$ cat src/rtl/i2c_sccb_target.sv
// -----------------------------------------------------------------------------
// i2c_sccb_target
// I2C / SCCB register-file target. Accepts "START, addr+W, sub, data..., STOP"
// writes into an internal 256x8 register file (with a wr_en strobe per byte)
// and "START, addr+W, sub, rSTART, addr+R, data..." reads from it. The bus pins
// are oversampled by clk (which must run at least 20x SCL) through a 2-flop
// synchronizer and a 1-flop edge detector.
//
// Ports
//   clk     : system clock
//   rst     : asynchronous active-high reset
//   scl_i   : bus SCL (asynchronous)
//   sda_i   : bus SDA (asynchronous)
//   sda_oe  : 1 = pull SDA low (open-drain), 0 = release
//   wr_en   : one-clk strobe per accepted write data byte
//   wr_addr : register sub-address of the current wr_en
//   wr_data : data byte of the current wr_en
//   busy    : high from an address-matched START until STOP or mismatch
// -----------------------------------------------------------------------------
module i2c_sccb_target #(
    parameter logic [6:0] DEV_ADDR = 7'h21
) (
    input  logic       clk,
    input  logic       rst,
    input  logic       scl_i,
    input  logic       sda_i,
    output logic       sda_oe,
    output logic       wr_en,
    output logic [7:0] wr_addr,
    output logic [7:0] wr_data,
    output logic       busy
);

    typedef enum logic [3:0] {
        IDLE      = 4'd0,
        ADDR      = 4'd1,
        ACK_ADDR  = 4'd2,
        SUB       = 4'd3,
        ACK_SUB   = 4'd4,
        WDATA     = 4'd5,
        ACK_WDATA = 4'd6,
        RDATA     = 4'd7,
        ACK_RDATA = 4'd8,
        IGNORE    = 4'd9
    } state_t;

    // synchronizer / edge-detector flops (reset high = idle bus)
    logic r_scl_meta;
    logic r_scl_sync;
    logic r_scl_prev;
    logic r_sda_meta;
    logic r_sda_sync;
    logic r_sda_prev;

    // protocol state
    state_t     r_state;
    logic [3:0] r_bit_cnt;
    logic [7:0] r_shift;
    logic [7:0] r_tx;
    logic [7:0] r_ptr;
    logic       r_rw;
    logic       r_mack;
    logic       r_sda_oe;
    logic       r_wr_en;
    logic [7:0] r_wr_addr;
    logic [7:0] r_wr_data;
    logic       r_busy;

    // register file (deliberately not reset)
    logic [7:0] r_mem [0:255];

    logic       w_scl_rise;
    logic       w_scl_fall;
    logic       w_start;
    logic       w_stop;
    logic [7:0] w_rd_data;

    assign w_scl_rise = r_scl_sync & ~r_scl_prev;
    assign w_scl_fall = ~r_scl_sync & r_scl_prev;
    // START/STOP require SCL high on both the current and previous sample so
    // that an SDA change coinciding with an SCL edge is not misread.
    assign w_start    = r_scl_sync & r_scl_prev & r_sda_prev & ~r_sda_sync;
    assign w_stop     = r_scl_sync & r_scl_prev & ~r_sda_prev & r_sda_sync;
    assign w_rd_data  = r_mem[r_ptr];

    assign sda_oe  = r_sda_oe;
    assign wr_en   = r_wr_en;
    assign wr_addr = r_wr_addr;
    assign wr_data = r_wr_data;
    assign busy    = r_busy;

    // Bring SCL/SDA into the clk domain and keep one previous sample for edges.
    always_ff @(posedge clk or posedge rst) begin
        if (rst) begin
            r_scl_meta <= 1'b1;
            r_scl_sync <= 1'b1;
            r_scl_prev <= 1'b1;
            r_sda_meta <= 1'b1;
            r_sda_sync <= 1'b1;
            r_sda_prev <= 1'b1;
        end else begin
            r_scl_meta <= scl_i;
            r_scl_sync <= r_scl_meta;
            r_scl_prev <= r_scl_sync;
            r_sda_meta <= sda_i;
            r_sda_sync <= r_sda_meta;
            r_sda_prev <= r_sda_sync;
        end
    end

    // Register-file write port, fed by the registered write strobe.
    always_ff @(posedge clk) begin
        if (r_wr_en) begin
            r_mem[r_wr_addr] <= r_wr_data;
        end
    end

    // Protocol FSM: samples on SCL rise, drives SDA on SCL fall.
    always_ff @(posedge clk or posedge rst) begin
        if (rst) begin
            r_state   <= IDLE;
            r_bit_cnt <= 4'd0;
            r_shift   <= 8'h00;
            r_tx      <= 8'h00;
            r_ptr     <= 8'h00;
            r_rw      <= 1'b0;
            r_mack    <= 1'b1;
            r_sda_oe  <= 1'b0;
            r_wr_en   <= 1'b0;
            r_wr_addr <= 8'h00;
            r_wr_data <= 8'h00;
            r_busy    <= 1'b0;
        end else begin
            r_wr_en <= 1'b0;
            if (w_stop) begin
                // STOP wins over a simultaneous START
                r_state   <= IDLE;
                r_bit_cnt <= 4'd0;
                r_sda_oe  <= 1'b0;
                r_busy    <= 1'b0;
            end else if (w_start) begin
                r_state   <= ADDR;
                r_bit_cnt <= 4'd0;
                r_sda_oe  <= 1'b0;
            end else begin
                case (r_state)
                    IDLE: begin
                        r_sda_oe <= 1'b0;
                    end
                    ADDR: begin
                        if (w_scl_rise) begin
                            r_shift   <= {r_shift[6:0], r_sda_sync};
                            r_bit_cnt <= r_bit_cnt + 4'd1;
                        end else if (w_scl_fall && (r_bit_cnt == 4'd8)) begin
                            r_bit_cnt <= 4'd0;
                            if (r_shift[7:1] == DEV_ADDR) begin
                                r_state  <= ACK_ADDR;
                                r_rw     <= r_shift[0];
                                r_sda_oe <= 1'b1;
                                r_busy   <= 1'b1;
                            end else begin
                                r_state  <= IGNORE;
                                r_sda_oe <= 1'b0;
                                r_busy   <= 1'b0;
                            end
                        end else begin
                            r_bit_cnt <= r_bit_cnt;
                        end
                    end
                    ACK_ADDR: begin
                        if (w_scl_fall) begin
                            r_bit_cnt <= 4'd0;
                            if (r_rw) begin
                                // first read bit goes out on the same fall that ends ACK
                                r_state  <= RDATA;
                                r_tx     <= w_rd_data;
                                r_sda_oe <= ~w_rd_data[7];
                            end else begin
                                r_state  <= SUB;
                                r_sda_oe <= 1'b0;
                            end
                        end else begin
                            r_state <= ACK_ADDR;
                        end
                    end
                    SUB: begin
                        if (w_scl_rise) begin
                            r_shift   <= {r_shift[6:0], r_sda_sync};
                            r_bit_cnt <= r_bit_cnt + 4'd1;
                        end else if (w_scl_fall && (r_bit_cnt == 4'd8)) begin
                            r_ptr     <= r_shift;
                            r_bit_cnt <= 4'd0;
                            r_state   <= ACK_SUB;
                            r_sda_oe  <= 1'b1;
                        end else begin
                            r_bit_cnt <= r_bit_cnt;
                        end
                    end
                    ACK_SUB, ACK_WDATA: begin
                        if (w_scl_fall) begin
                            r_state   <= WDATA;
                            r_bit_cnt <= 4'd0;
                            r_sda_oe  <= 1'b0;
                        end else begin
                            r_state <= r_state;
                        end
                    end
                    WDATA: begin
                        if (w_scl_rise) begin
                            r_shift   <= {r_shift[6:0], r_sda_sync};
                            r_bit_cnt <= r_bit_cnt + 4'd1;
                        end else if (w_scl_fall && (r_bit_cnt == 4'd8)) begin
                            r_wr_en   <= 1'b1;
                            r_wr_addr <= r_ptr;
                            r_wr_data <= r_shift;
                            r_ptr     <= r_ptr + 8'd1;
                            r_bit_cnt <= 4'd0;
                            r_state   <= ACK_WDATA;
                            r_sda_oe  <= 1'b1;
                        end else begin
                            r_bit_cnt <= r_bit_cnt;
                        end
                    end
                    RDATA: begin
                        if (w_scl_rise) begin
                            r_bit_cnt <= r_bit_cnt + 4'd1;
                        end else if (w_scl_fall && (r_bit_cnt == 4'd8)) begin
                            // release for the master's ACK/NACK slot
                            r_sda_oe  <= 1'b0;
                            r_bit_cnt <= 4'd0;
                            r_state   <= ACK_RDATA;
                        end else if (w_scl_fall && (r_bit_cnt != 4'd0)) begin
                            r_tx     <= {r_tx[6:0], 1'b0};
                            r_sda_oe <= ~r_tx[6];
                        end else begin
                            r_bit_cnt <= r_bit_cnt;
                        end
                    end
                    ACK_RDATA: begin
                        if (w_scl_rise) begin
                            r_mack <= r_sda_sync;
                            r_ptr  <= r_ptr + 8'd1;
                        end else if (w_scl_fall) begin
                            r_bit_cnt <= 4'd0;
                            if (!r_mack) begin
                                r_state  <= RDATA;
                                r_tx     <= w_rd_data;
                                r_sda_oe <= ~w_rd_data[7];
                            end else begin
                                r_state  <= IGNORE;
                                r_sda_oe <= 1'b0;
                            end
                        end else begin
                            r_mack <= r_mack;
                        end
                    end
                    IGNORE: begin
                        r_sda_oe <= 1'b0;
                    end
                    default: begin
                        r_state   <= IDLE;
                        r_bit_cnt <= 4'd0;
                        r_sda_oe  <= 1'b0;
                        r_busy    <= 1'b0;
                    end
                endcase
            end
        end
    end

endmodule

$ cat config.mk
export PLATFORM = sky130hd
export DESIGN_NAME = i2c_sccb_target
export DESIGN_NICKNAME = d
export VERILOG_FILES = /design/src/rtl/i2c_sccb_target.sv
export SDC_FILE = /design/constraint.sdc
export NUM_CORES = 2
export LEC_CHECK = 0
export CAP_MARGIN = 20
export CORE_ASPECT_RATIO = 2
export CORE_UTILIZATION = 46
export DETAILED_ROUTE_END_ITERATION = 12
export SYNTH_ARGS = -nofsm -noshare
export SYNTH_HDL_FRONTEND = slang
export SYNTH_SLANG_ARGS = --single-unit
$ cat constraint.sdc
create_clock -name clk -period 5.5 [get_ports clk]
set_clock_uncertainty 0.1 [all_clocks]
set_input_delay 0.55 -clock clk [delete_from_list [all_inputs] [get_ports clk]]
set_output_delay 0.55 -clock clk [all_outputs]
set_load 0.05 [all_outputs]
# Yosys cells after proc, flatten, opt, wreduce, memory -nomap -nowiden
# Memory sizes are Yosys's and may differ from the RTL's.
# Cells that the tools add are included.
[classes]
n_addsub = 2
eq_ne = 45
mux = 67
bitwise = 16
n_reduce_logical = 23
[op_table]
columns = ["op", "n"]
rows = [
  ["4-bit 2-to-1 mux", 22],
  ["7-bit 2-to-1 mux", 8],
  ["4-bit != test (second input constant)", 12],
  ["8-bit 2-to-1 mux", 5],
  ["4-bit case mux with 8 select lines", 1],
  ["2-bit != test (second input constant)", 13],
  ["1-bit 2-to-1 mux", 25],
  ["8-bit case mux with 3 select lines", 1],
  ["7-bit case mux with 3 select lines", 1],
  ["4-bit by 3-bit equality test with 1-bit output (second input constant)", 4],
  ["4-bit case mux with 4 select lines", 1],
  ["4-bit equality test (second input constant)", 3],
  ["12-bit AND reduction", 1],
  ["4-bit AND reduction", 3],
  ["11-bit AND reduction", 1],
  ["10-bit AND reduction", 1],
  ["1-bit NOT", 9],
  ["9-bit OR reduction", 1],
  ["8-bit by 1-bit adder with 8-bit output (second input constant)", 1],
  ["4-bit by 2-bit equality test with 1-bit output (second input constant)", 2],
  ["8-bit AND reduction", 1],
  ["1-bit bitwise AND", 7],
  ["7-bit by 6-bit equality test with 1-bit output (second input constant)", 1],
  ["3-bit != test (second input constant)", 2],
  ["21 further kinds", 27],
]
[word_totals]
regBits = 58
mem_bits_rw = 2048
in_bits = 4
output_inout_bits = 19
word_cells = 172
memories = 1
[mem_list]
columns = ["memory", "words", "word_bits", "rd", "rd_clocked_by_memory_dff", "write_ports", "line_no", "rtl"]
rows = [
  ["r_mem", 256, 8, 1, 0, 1, "70", "logic [7:0] r_mem [0:255];"],
]

# Logic depth before layout (Yosys ltp)
[logic_depth]
word_depth = 9
depth_mapped = 13
ltp_nobuf = 9

# Worst setup path before layout
# Ideal clock, no wire load.
[synth_path]
path_kind = "register to register"
startpoint = "register r_wr_data[0] (netlist: wr_data[0])"
endpoint = "memory r_mem[0][0] (data pin)"
setup_time_ns = 0.865
t_arrival_ns = 3.478
required_ns = 4.535
setup_slack_ns = 1.057
path_stages_with_launch = 1
n_path_buf = 0
synth_period_minus_slack_ns = 4.443
cell_sequence = "dfrtp_1"
[synth_rtl]
columns = ["item", "line_no", "rtl"]
rows = [
  ["start: declaration", "66", "logic [7:0] r_wr_data;"],
  ["start signal: assignment", "215", "r_wr_data <= r_shift;"],
  ["end: declaration", "70", ""],
]
# Straight into the memory's write port.

# Worst setup path after layout
[layout_path]
startpoint = "register r_ptr[0]"
endpoint = "register r_tx[1]"
[layout_between]
elab_chain_cells = 5
word_cells_on_any_way = 7
classes_between = "mux (6); memory (1)"
[layout_lines]
columns = ["item", "line_no", "rtl"]
rows = [
  ["start: declaration", "60", "logic [7:0] r_ptr;"],
  ["start signal: assignment", "191", "r_ptr <= r_shift;"],
  ["start signal: assignment", "216", "r_ptr <= r_ptr + 8'd1;"],
  ["start signal: assignment", "242", "r_ptr <= r_ptr + 8'd1;"],
  ["memory read 256 x 8 bit *", "-", ""],
  ["7-bit 2-to-1 mux", "245", "if (!r_mack) begin"],
  ["7-bit 2-to-1 mux", "243", "end else if (w_scl_fall) begin"],
  ["7-bit 2-to-1 mux", "240", "if (w_scl_rise) begin"],
  ["7-bit case mux with 3 select lines *", "146", "case (r_state)"],
  ["end signal: assignment", "176", "r_tx <= w_rd_data;"],
  ["end signal: assignment", "233", "r_tx <= {r_tx[6:0], 1'b0};"],
  ["end signal: assignment", "247", "r_tx <= w_rd_data;"],
  ["end: declaration", "59", "logic [7:0] r_tx;"],
]
# Every way passes the cells marked *; elsewhere a longest branch is shown, timed or not. The select of a mux whose other input is x is not followed.
# A chain may end at the register's enable or synchronous reset.

==> impl_metrics.env <==
export IMPL_run_status="finished, violations left"
export IMPL_violations="design-rule violations"
export IMPL_crit_top_cell="sky130_fd_sc_hd__o21ai_0"
export IMPL_setup_tns_final_ns=0
export IMPL_detailed_place_hpwl_um=165000
export IMPL_most_frequently_used_cell_type_in_the_post_synthesis_netlist="sky130_fd_sc_hd__edfxtp_1"
export IMPL_final_max_slew_violation_count=0
export IMPL_clock_root_buffer="sky130_fd_sc_hd__clkbuf_16"
export IMPL_design_core_area_um2=178000
export IMPL_synthDistinctLibCells=85
export IMPL_critPathMaxFanout=33
export IMPL_core_utilization_of_the_finished_layout_pct=51.6
export IMPL_timing_critical_path_to_type="flip-flop"
export IMPL_dp_cells=6357
export IMPL_number_of_global_route_vias_before_repair=43524
export IMPL_cp_num_buf_inv=1
export IMPL_critical_path_arrival_ns=5.21
export IMPL_postRouteAntennaNets=0
export IMPL_setup_violations_final=0
export IMPL_number_of_enable_type_register_cells_in_the_synthesized_netlist=2048
export IMPL_synthDominantCellAreaShare_pct=74.3
export IMPL_tritoncts="yes"
export IMPL_fraction_of_power_spent_switching_nets_pct=23.1
export IMPL_postSynth_asyncResetShare_pct=2.75
export IMPL_unrepaired_setup_endpoints_after_global_routing="no"
export IMPL_final_nets=4230
export IMPL_mappedNetlistNets=4115
export IMPL_initial_utilization_pct=46.4
export IMPL_p_seq_share_pct=52.6
export IMPL_proportion_of_synthesized_chip_area_in_sequential_cells_pct=76.1
export IMPL_grt_overflow_total=0
export IMPL_floorplan_die_height_um=602
export IMPL_finalWirelength_um=249000
export IMPL_netSwitchingPower_mw=7.72
export IMPL_ir_drop_uv=207
export IMPL_min_period_over_period_pct=83.3
export IMPL_max_freq_mhz=218
export IMPL_drt_initial_drc_count=4967
export IMPL_largest_net_degree_at_the_start_of_global_routing=169
export IMPL_tritoncts_num_sinks=2106
export IMPL_pin_slew_with_the_least_headroom_to_its_limit_ns=1.24
export IMPL_gp_routability_congestion=0.920
export IMPL_synth_cells_most_frequent="2048 x sky130_fd_sc_hd__edfxtp_1, 439 x sky130_fd_sc_hd__mux4_2, 313 x sky130_fd_sc_hd__nor2_1, 187 x sky130_fd_sc_hd__mux2i_1, 123 x sky130_fd_sc_hd__a22oi_1"
export IMPL_maxSlewHeadroom_pct=17.4
export IMPL_first_drt_pass_iteration_count=12
export IMPL_power_internal_mw=25.7
export IMPL_syn_to_final_growth_pct=11.3
export IMPL_post_route_drc_count=2
export IMPL_die_w_um=302
export IMPL_grt_usage_pct=27.5
export IMPL_maxCapViolCount=0
export IMPL_leakagePower_nw=30.4
export IMPL_proportion_of_layout_cells_with_a_drive_suffix_above_1_pct=22.4
export IMPL_powerDensity_nw_per_um2=362
export IMPL_final_cell_count_no_fill=6685
export IMPL_ys_ff_latch=2106
export IMPL_route_detailed_vias_per_inst=6.35
export IMPL_cpPeakStageDelay_ns=1.08
export IMPL_critical_path_top_delay_family="compound AO/OA/AOI/OAI gates"
export IMPL_syn_instance_count=4108
export IMPL_antenna_violations_before_repair=4
export IMPL_grt_pass1_wl_um=344000
export IMPL_worst_skew_pair_late_latency_ns=0.83
export IMPL_timing_critical_path_required_ns=6.13
export IMPL_worstPathCellList="buf_4 -> mux4_2 -> a221oi_1 -> o21ai_0 -> o21ai_0 -> a31oi_1 -> a32o_1"
export IMPL_path_clk_slew_ns=0.07
export IMPL_power_frac_comb_pct=7.9
export IMPL_finalCriticalPeriod_ns=4.58
export IMPL_clock_power_share_pct=39.4
export IMPL_portBuffers=22
export IMPL_netlist_top_cell_by_area="sky130_fd_sc_hd__edfxtp_1"
export IMPL_rows=219
export IMPL_synth_cell_area_um2=82800
export IMPL_ys_dominant_reg_cell="sky130_fd_sc_hd__edfxtp_1"
export IMPL_detailroute_via_count=42472
export IMPL_route_detailed_wl_per_inst_um=37.2
export IMPL_min_path_type="primary input to flip-flop"
export IMPL_yosysWarningCount=0
export IMPL_tritoncts_num_buffers=181
export IMPL_postCtsSetupBuffers=0
export IMPL_timing_setup_critical_path_class="flip-flop to flip-flop"
export IMPL_ctsHtreeMaxLevel=4
export IMPL_largest_cells_by_area_after_synthesis="sky130_fd_sc_hd__edfxtp_1 74%, sky130_fd_sc_hd__mux4_2 12%, sky130_fd_sc_hd__mux2i_1 2.3%"
export IMPL_cpMaxStageDelayCell="sky130_fd_sc_hd__dfrtp_4"
export IMPL_maximum_buffer_depth_of_the_clock_tree=4
export IMPL_final_hold_viol_count=0
export IMPL_post_syn_area_per_cell_um2=20.1
export IMPL_io_pins=23
export IMPL_die_area_um2=182000
export IMPL_worst_setup_path_start_kind="flip-flop"
==> path summary, 6_finish.rpt <==
path                       cells after the start                     end                  from  slack (ns)
hold reg to reg                                0    r_sda_sync$_DFF_PP1_  r_sda_meta$_DFF_PP1_        0.29
min in group asynchronous                      3     r_tx[6]$_DFFE_PP0P_                   rst        0.45
setup reg to reg                               7     r_tx[1]$_DFFE_PP0P_  r_ptr[0]$_DFFE_PP0P_        0.92
max in group asynchronous                      5  wr_data[3]$_DFFE_PP0P_                   rst        3.84
setup / recovery                               7     r_tx[1]$_DFFE_PP0P_  r_ptr[0]$_DFFE_PP0P_        0.92
hold / removal                                 1    r_sda_meta$_DFF_PP1_                 sda_i        0.04
==> cell usage in the layout (no fill, tap or decap), types with 14 or more instances in the layout <==
master                            synthesis  final
sky130_fd_sc_hd__a21oi_1                 67     67
sky130_fd_sc_hd__buf_4                   21    134
sky130_fd_sc_hd__o22ai_1                 40     40
sky130_fd_sc_hd__clkbuf_1               106     20
sky130_fd_sc_hd__nor2b_1                 23     20
sky130_fd_sc_hd__nor3_1                  22     22
sky130_fd_sc_hd__dfrtp_1                 51     37
sky130_fd_sc_hd__mux2_2                  43     43
sky130_fd_sc_hd__mux4_2                 439    439
sky130_fd_sc_hd__a211oi_1                17     17
sky130_fd_sc_hd__o21ai_0                 54     54
sky130_fd_sc_hd__clkinv_2                 0     43
sky130_fd_sc_hd__a31oi_1                 24     24
sky130_fd_sc_hd__nand4_1                 19     19
sky130_fd_sc_hd__mux2i_1                187    187
sky130_fd_sc_hd__a22oi_1                123    123
sky130_fd_sc_hd__a221oi_1                15     15
sky130_fd_sc_hd__bufinv_16                0     22
sky130_fd_sc_hd__nand2b_1                14     14
sky130_fd_sc_hd__edfxtp_1              2048   2048
sky130_fd_sc_hd__nand2_1                 96     95
sky130_fd_sc_hd__buf_12                   3     24
sky130_fd_sc_hd__clkdlybuf4s50_1          0     22
sky130_fd_sc_hd__nand3_1                 60     60
sky130_fd_sc_hd__clkbuf_16                0    186
sky130_fd_sc_hd__clkinv_1                 1     26
sky130_fd_sc_hd__nor2_1                 313    311
==> state kept, by name (all words and copies together), names as in the netlist <==
name and count:
r_mem 2048, r_shift 8, r_bit_cnt 4, r_rw 1, r_scl_prev 1, r_scl_meta 1, r_sda_prev 1, wr_en 1
r_tx 7, r_state 4, r_mack 1, r_scl_sync 1, busy 1, r_sda_sync 1, r_sda_meta 1, r_ptr 8
wr_addr 8, sda_oe 1, wr_data 8
==> area by class of cell <==
| class | count | area, um2 |
|---|---|---|
| diodes | 4 | 10.0 |
| clock buffers | 216 | 4870 |
| clock inverters | 105 | 1100 |
| fillers | 13966 | 86300 |
| inverters | 12 | 46.3 |
| multi-input cells | 1736 | 18400 |
| flip-flops and latches | 2106 | 63000 |
| well taps | 2320 | 2900 |
| repair buffers | 186 | 1780 |
==> metal layers <==
metal | up-vias | global-route usage (%) | share of wire [%]
li1 | 17189 | - | -
met1 | 22633 | 29.9 | 33
met2 | 1977 | 48.5 | 52
met3 | 673 | 3.87 | 6.0
met4 | 0 | 20.4 | 8.9
met5 | - | 0 | 0
==> what timing repair did <==
action | CTS | global route
gates resized for setup | 0 | 0
setup endpoints to repair | 0 | 0
hold buffers | 0 | 1
endpoints found under the hold margin | 0 | 2
==> power by group through the flow <==
stage,combinational [mW],clock [mW],sequential (mW)
2_1_floorplan,1.75,0,17.7
3_3_place_gp,2.63,0,17.9
3_5_place_dp,2.63,0,17.9
4_1_cts,2.63,13.3,17.6
5_1_grt,2.73,13.8,17.6
6_report,2.64,13.2,17.6
==> through the flow <==
stage,worst slack (ns),area (um2),power (mW),hold slack [ns]
after global placement,0.735,86000,20.5,0.285
after detailed placement,1.20,86100,20.5,0.281
final,0.919,92100,33.4,0.0404
after CTS,1.17,92000,33.5,0.00750
after floorplan,1.06,82800,19.5,0.245
after global routing,0.877,92100,34.1,0.0349
==> cell families after synthesis <==
family | share of synthesized area (%)
AO/OA/AOI/OAI | 3.79
multiplexers | 15.0
AND/OR/NAND/NOR | 3.32
XOR/XNOR | 0.0212
buffers and inverters | 1.78
adder cells (fa/ha/maj) | 0.0575
flip-flops | 76.1
Power figures use the tool's default switching activity.
